==> src/rtl/vga_timing_pkg.sv <==
// Timing constants for the 640x480 VGA link and the 160x120 monochrome bitmap,
// shared by the VGA output block and vga_capture.
package vga_timing_pkg;

  localparam int H_DISPLAY    = 640;
  localparam int H_SYNC_START = 656;
  localparam int H_SYNC_END   = 752;
  localparam int H_MAX        = 799;

  localparam int V_DISPLAY    = 480;
  localparam int V_SYNC_START = 513;
  localparam int V_SYNC_END   = 515;
  localparam int V_MAX        = 524;

  localparam int BASE_ADDR     = 512;
  localparam int BMP_W         = 160;
  localparam int BMP_H         = 120;
  localparam int WORDS_PER_ROW = 10;
  localparam int PIXEL_DELAY   = 1;

  typedef enum logic [1:0] {
    LK_IDLE,
    LK_HSEEN,
    LK_LOCKED
  } lock_state_e;

  // Any lit colour bit makes the bitmap pixel white.
  function automatic logic pixel_on(input logic [2:0] r, input logic [2:0] g,
                                    input logic [1:0] b);
    return |{r, g, b};
  endfunction

endpackage

==> src/rtl/vga_sync_tracker.sv <==
// Recovers raster position from the sync inputs: edge detect, h/v counters
// realigned on sync edges, and the lock state machine.
module vga_sync_tracker
  import vga_timing_pkg::*;
#(
  parameter int H_MAX_P        = H_MAX,
  parameter int H_SYNC_START_P = H_SYNC_START,
  parameter int V_MAX_P        = V_MAX,
  parameter int V_SYNC_START_P = V_SYNC_START
) (
  input  logic       clk,
  input  logic       reset,
  input  logic       pix_en_i,
  input  logic       hsync_i,
  input  logic       vsync_i,
  output logic [9:0] h_cur_o,
  output logic [9:0] v_cur_o,
  output logic       lock_next_o,
  output logic       locked_o
);

  logic [9:0]  h_q, h_d, v_q, v_d;
  logic        hs_q, vs_q;
  logic        h_edge, v_edge, h_mis, v_mis;
  lock_state_e state_q, state_d;

  // h_cur/v_cur are the position of the current sample after any sync realignment.
  always_comb begin
    h_edge  = pix_en_i & hs_q & ~hsync_i;
    v_edge  = pix_en_i & vs_q & ~vsync_i;
    h_mis   = h_edge && (h_q != 10'(H_SYNC_START_P));
    v_mis   = v_edge && (v_q != 10'(V_SYNC_START_P));
    h_cur_o = h_edge ? 10'(H_SYNC_START_P) : h_q;
    v_cur_o = v_edge ? 10'(V_SYNC_START_P) : v_q;
    h_d     = h_q;
    v_d     = v_q;
    if (pix_en_i) begin
      if (h_cur_o == 10'(H_MAX_P)) begin
        h_d = '0;
        v_d = (v_cur_o == 10'(V_MAX_P)) ? '0 : v_cur_o + 10'd1;
      end else begin
        h_d = h_cur_o + 10'd1;
        v_d = v_cur_o;
      end
    end
  end

  // Sync history resets inactive so a low sync at release is not an edge.
  always_ff @(posedge clk or negedge reset) begin
    if (!reset) begin
      h_q  <= '0;
      v_q  <= '0;
      hs_q <= 1'b1;
      vs_q <= 1'b1;
    end else begin
      h_q <= h_d;
      v_q <= v_d;
      if (pix_en_i) begin
        hs_q <= hsync_i;
        vs_q <= vsync_i;
      end
    end
  end

  always_ff @(posedge clk or negedge reset) begin
    if (!reset) state_q <= LK_IDLE;
    else        state_q <= state_d;
  end

  // Decisions use state_q, i.e. the lock progress before this sample's edges.
  always_comb begin
    state_d = state_q;
    if (h_mis || v_mis) begin
      state_d = LK_IDLE;
    end else begin
      case (state_q)
        LK_IDLE:  if (h_edge) state_d = LK_HSEEN;
        LK_HSEEN: if (v_edge) state_d = LK_LOCKED;
        default:  state_d = state_q;
      endcase
    end
  end

  always_comb begin
    locked_o    = (state_q == LK_LOCKED);
    lock_next_o = (state_d == LK_LOCKED);
  end

endmodule

==> src/rtl/vga_capture.sv <==
// VGA receive side: subsamples the locked raster 4:1 in both directions and
// packs 16 monochrome pixels per word into screen memory.
module vga_capture
  import vga_timing_pkg::*;
#(
  parameter int H_DISPLAY_P    = H_DISPLAY,
  parameter int H_MAX_P        = H_MAX,
  parameter int H_SYNC_START_P = H_SYNC_START,
  parameter int V_DISPLAY_P    = V_DISPLAY,
  parameter int V_MAX_P        = V_MAX,
  parameter int V_SYNC_START_P = V_SYNC_START,
  parameter int BASE_ADDR_P    = BASE_ADDR,
  parameter int PIXEL_DELAY_P  = PIXEL_DELAY
) (
  input  logic        clk,
  input  logic        reset,
  input  logic        pix_en,
  input  logic        HSyncIn,
  input  logic        VSyncIn,
  input  logic [2:0]  Red,
  input  logic [2:0]  Green,
  input  logic [1:0]  Blue,
  output logic [10:0] wr_addr,
  output logic [15:0] wr_data,
  output logic        wr_en,
  output logic        locked,
  output logic        frame_done
);

  localparam int ROW_WORDS = H_DISPLAY_P / 64;
  localparam int LAST_ADDR = BASE_ADDR_P + (V_DISPLAY_P / 4) * ROW_WORDS - 1;

  logic [9:0]  h_cur, v_cur;
  logic        lock_next;
  logic [10:0] px;
  logic [3:0]  bit_idx;
  logic        sample;
  logic [15:0] shift_q, shift_d, word_full;
  logic [10:0] addr_d;
  logic        wr_en_d, frame_done_d;

  vga_sync_tracker #(
    .H_MAX_P       (H_MAX_P),
    .H_SYNC_START_P(H_SYNC_START_P),
    .V_MAX_P       (V_MAX_P),
    .V_SYNC_START_P(V_SYNC_START_P)
  ) u_tracker (
    .clk        (clk),
    .reset      (reset),
    .pix_en_i   (pix_en),
    .hsync_i    (HSyncIn),
    .vsync_i    (VSyncIn),
    .h_cur_o    (h_cur),
    .v_cur_o    (v_cur),
    .lock_next_o(lock_next),
    .locked_o   (locked)
  );

  // Colour lags sync, so px is the pixel the current RGB belongs to.
  always_comb begin
    px        = {1'b0, h_cur} - 11'(PIXEL_DELAY_P);
    bit_idx   = px[5:2];
    sample    = pix_en && lock_next && (px < 11'(H_DISPLAY_P)) &&
                (v_cur < 10'(V_DISPLAY_P)) && (px[1:0] == 2'd0) && (v_cur[1:0] == 2'd0);
    word_full = (bit_idx == 4'd0) ? 16'd0 : shift_q;
    word_full[bit_idx] = pixel_on(Red, Green, Blue);
    shift_d   = shift_q;
    if (pix_en && !lock_next) shift_d = '0;
    else if (sample)          shift_d = word_full;
    wr_en_d      = sample && (bit_idx == 4'd15);
    addr_d       = 11'(BASE_ADDR_P) + 11'(px[9:6]) + 11'(v_cur[9:2]) * 11'(ROW_WORDS);
    frame_done_d = wr_en_d && (addr_d == 11'(LAST_ADDR));
  end

  always_ff @(posedge clk or negedge reset) begin
    if (!reset) begin
      shift_q    <= '0;
      wr_addr    <= '0;
      wr_data    <= '0;
      wr_en      <= 1'b0;
      frame_done <= 1'b0;
    end else begin
      shift_q    <= shift_d;
      wr_en      <= wr_en_d;
      frame_done <= frame_done_d;
      if (wr_en_d) begin
        wr_addr <= addr_d;
        wr_data <= word_full;
      end
    end
  end

endmodule

==> config.mk <==
export PLATFORM = sky130hd
export DESIGN_NAME = vga_capture
export DESIGN_NICKNAME = d
export VERILOG_FILES = /design/src/rtl/vga_timing_pkg.sv /design/src/rtl/vga_sync_tracker.sv /design/src/rtl/vga_capture.sv
export SDC_FILE = /design/constraint.sdc
export NUM_CORES = 1
export LEC_CHECK = 0
export CAP_MARGIN = 25
export CORE_ASPECT_RATIO = 1.5
export CORE_UTILIZATION = 40
export DETAILED_ROUTE_END_ITERATION = 8
export MAX_ROUTING_LAYER = met4
export PLACE_DENSITY = 0.61
export REMOVE_ABC_BUFFERS = 1
export SETUP_SLACK_MARGIN = 0.3
export SYNTH_ARGS = -nofsm -noshare
export SYNTH_HDL_FRONTEND = slang
export SYNTH_HIERARCHICAL = 1
export SYNTH_SLANG_ARGS = --single-unit
==> constraint.sdc <==
create_clock -name clk -period 4.33 [get_ports clk]
set_input_delay 0.866 -clock clk [delete_from_list [all_inputs] [get_ports clk]]
set_output_delay 0.866 -clock clk [all_outputs]
set_load 0.01 [all_outputs]
==> results.toml <==
[yosys]
ys_seq_area_frac = 0.3958
synth_simple_gate_area_share = 0.2630
synth_edf_count = 0
synthMuxAreaShare = 0.04795
yosysMostFrequentCell = "nand2_1"
synth-seq-cells = 68
synthTopCellsByCount = "nand2_1 (69), dfrtp_1 (66), o21ai_0 (47)"
synth-xor-area-share = 0.03255
synth_area_leaders = "dfrtp_1 (38%), nand2_1 (6.0%), o21ai_0 (5.5%)"
yosysTopAreaCell = "dfrtp_1"
synth_area_per_cell_um2 = 9.026
yosys.area_share.adder = 0.05870
synthArstFlopShare = 1.000
synth_compound_area_frac = 0.1706
synth_top_family_by_area = "simple AND/OR/NAND/NOR gates"
synth.top_cell.area_share = 0.3836
synth_cell_types = 63
synth_ff_type = "dfrtp_1"
syn_inst = 477
yosysWarnings = 6
synth_area_um2 = 4305

[routing]
wire_per_inst_um = 14.95
drt_first_pass_iters = 5
routed_wl_um = 10270
postRouteAntennaNets = 0
drt_iter0_markers = 203
vias = 3777
route.detailed.drc = 0
via_per_inst = 5.498

[critical_path]
required_ns = 4.60
slowest_stage = "clkdlybuf4s50_1"
critical_path.cell_chain = "clkdlybuf4s50_1 -> buf_4 -> nand3b_1 -> buf_4 -> nand2_1 -> inv_1 -> ha_1 -> ha_1 -> fa_1 -> xor2_1 -> nand2_1 -> nor4b_2 -> buf_4 -> xor2_1 -> nor4_1 -> and4b_1"
reg2reg_depth = 14
max_stage_delay_ns = 0.48
cp-start-kind = "input pin"
crit_family = "simple AND/OR/NAND/NOR gates"
worstPathArrival_ns = 4.18
path_max_fanout = 6
cpMostUsedCell = "buf_4"
rr_startpoint = "u_tracker/hs_q"
worstSetupPathType = "input pin to flop"
reg2reg_slack_ns = 0.95
reg2reg_to = "frame_done"
endpoint_kind = "flop"
path_buf_inv = 5

[grt]
grt_usage = 0.1947
grt_pass1_vias = 3564
overflow = 0
busiest_layer = "met2"
met2_usage = 0.3427
antenna_found_initial = 0
grtUsageMet1 = 0.2297
grtUsageMet3 = 0.02739
grt_max_degree = 69
grt_pass1_wl_um = 16810

[layout]
stdcell_area_um2 = 5419
drive_gt1_frac = 0.1381
fin_nets = 570
area_growth_pct = 25.86
n_antenna_cell = 0

[sta]
clock_skew_ns = 0.007589
fmax_mhz = 255.7
max-slew-margin-rel = 0.4153
rsz0062_at_grt = "true"
post-route-period-util = 0.9032
final_max_slew_viol_count = 0
tightest_slew_ns = 0.8770
period_minus_slack_ns = 3.911
setup_violations = 0
hold_violations = 0

[pwr]
power_mw = 2.019
irDropWorstVdd_mv = 0.2007
p_leak_nw = 2.297
cellPowerDensity_nw_per_um2 = 372.6

[placed_design]
place_area_um2 = 4980
hpwl_um = 7315
place.gp.congestion = 0.8077
portBuffers = 42

[clocking]
cts_made_buffers = 9
cts_tree = "done"
clkSinkCount = 68
cts_htree_levels = 3
cts_root_buf = "clkbuf_16"
clkTransAtPathRegs_ns = 0.05
clock_latency_ns = 0.33
max-clock-path-buffers = 2

[hold_path]
whs_path_depth = 2
worstHoldEndpoint = "wr_addr[7]"
hp-start = "wr_addr[7]"
hold_class = "flop to flop"

[floorplan]
die_h_um = 129.1
coreArea_um2 = 10530
die-width_um = 86.71
die-area_um2 = 11190
start_util = 0.4088
rows = 46
top_level_ports = 43

[run]
max_cap_viol_count = 0

[run_status]
status = "complete, no violations"
report_power, final:
part | internal, mW | switching (mW)
sequential | 0.667 | 0.0505
clock | 0.578 | 0.274
combinational | 0.181 | 0.269
total | 1.43 | 0.593
cell families (layout without fill, tap and decap cells):
group,Yosys count,after routing
AO/OA/AOI/OAI,115,115
flip-flops,68,68
XOR/XNOR,16,16
buffers and inverters,29,95
AND/OR/NAND/NOR,210,210
adder cells (fa/ha/maj),19,19
multiplexers,20,20
area by class of cell:
type / count / area [µm²]
Clock inverter: 6 / 111.4
Multi-Input combinational cell: 380 / 2515
Clock buffer: 10 / 239.0
Tap cell: 144 / 180.2
Timing Repair Buffer: 72 / 643.1
Sequential cell: 68 / 1704
Inverter: 7 / 26.28
Fill cell: 1013 / 5114
sequential cells by signal (all words and copies together), names as in the netlist:
register and cells:
shift_q 15, u_tracker/h_q 10, wr_data 16, frame_done 1, u_tracker/v_q 10, wr_addr 11, u_tracker/hs_q 1, u_tracker/vs_q 1
u_tracker/state_q 2, wr_en 1
worst reg2reg max path, delay by kind of cell (launching register included):
| family | cells | cell delay [ns] |
|---|---|---|
| buffers and inverters | 1 | 0.15 |
| adders and majority gates | 1 | 0.29 |
| and+or+nand+nor | 9 | 1.81 |
| DFF | 1 | 0.53 |
| AOI/OAI and AO/OA | 1 | 0.19 |
| xor gates and xnor gates | 2 | 0.36 |
metal layers:
layer	wire length [µm]	up-vias
li1	-	1864
met1	4532	1834
met2	5351	70
met3	266	9
met4	124	0
met5	0	-
cells in the final DEF (no fill, tap or decap), types with 4 or more instances in the layout:
cell	instances
nand2_1	67
dfrtp_1	66
o21ai_0	47
clkdlybuf4s50_1	40
nor2_1	37
buf_4	30
ha_1	17
a21oi_1	15
mux2i_1	15
and2_1	14
nand3_1	13
a31oi_1	11
nand2b_1	11
xor2_1	9
clkbuf_16	9
nand4_1	8
and3_1	8
nor2b_1	7
nor4_1	7
xnor2_1	6
inv_1	5
mux2_2	5
nor3_1	4
a32oi_1	4
o31ai_1	4
per-stage QoR:
step / hold WS [ns] / util / TNS (ns) / cells / setup WS [ns]
floorplan: 0.4582 / - / 0 / 455 / 0.2657
global placement: 0.4597 / 0.4728 / 0 / 666 / 0.09109
detailed placement: 0.4647 / 0.4728 / -0.07990 / 666 / -0.04446
CTS: 0.4776 / 0.5067 / 0 / 682 / 0.3504
global route: 0.4932 / 0.5145 / 0 / 687 / 0.2086
finish: 0.4721 / 0.5145 / 0 / 687 / 0.4194
worst max path at each step:
stage / start / endpoint / slack [ns] / depth (start not counted)
final: pix_en / frame_done / 0.42 / 16
after CTS: pix_en / wr_addr[10] / 0.35 / 15
after global placement: HSyncIn / wr_addr[10] / 0.09 / 15
after floorplan: HSyncIn / wr_addr[10] / 0.27 / 13
after global routing: pix_en / frame_done / 0.21 / 15
after detailed placement: HSyncIn / wr_addr[10] / -0.04 / 15
what timing repair did:
item / 4_1_cts / 5_1_grt
pin swaps: 0 / 9
buffers inserted: 0 / 5
gates resized for setup: 1 / 11
hold buffers: 0 / 0
endpoints found under the hold margin: 0 / 0
setup endpoints to repair: 2 / 4
Note: power is estimated with default switching activity, not from simulation.
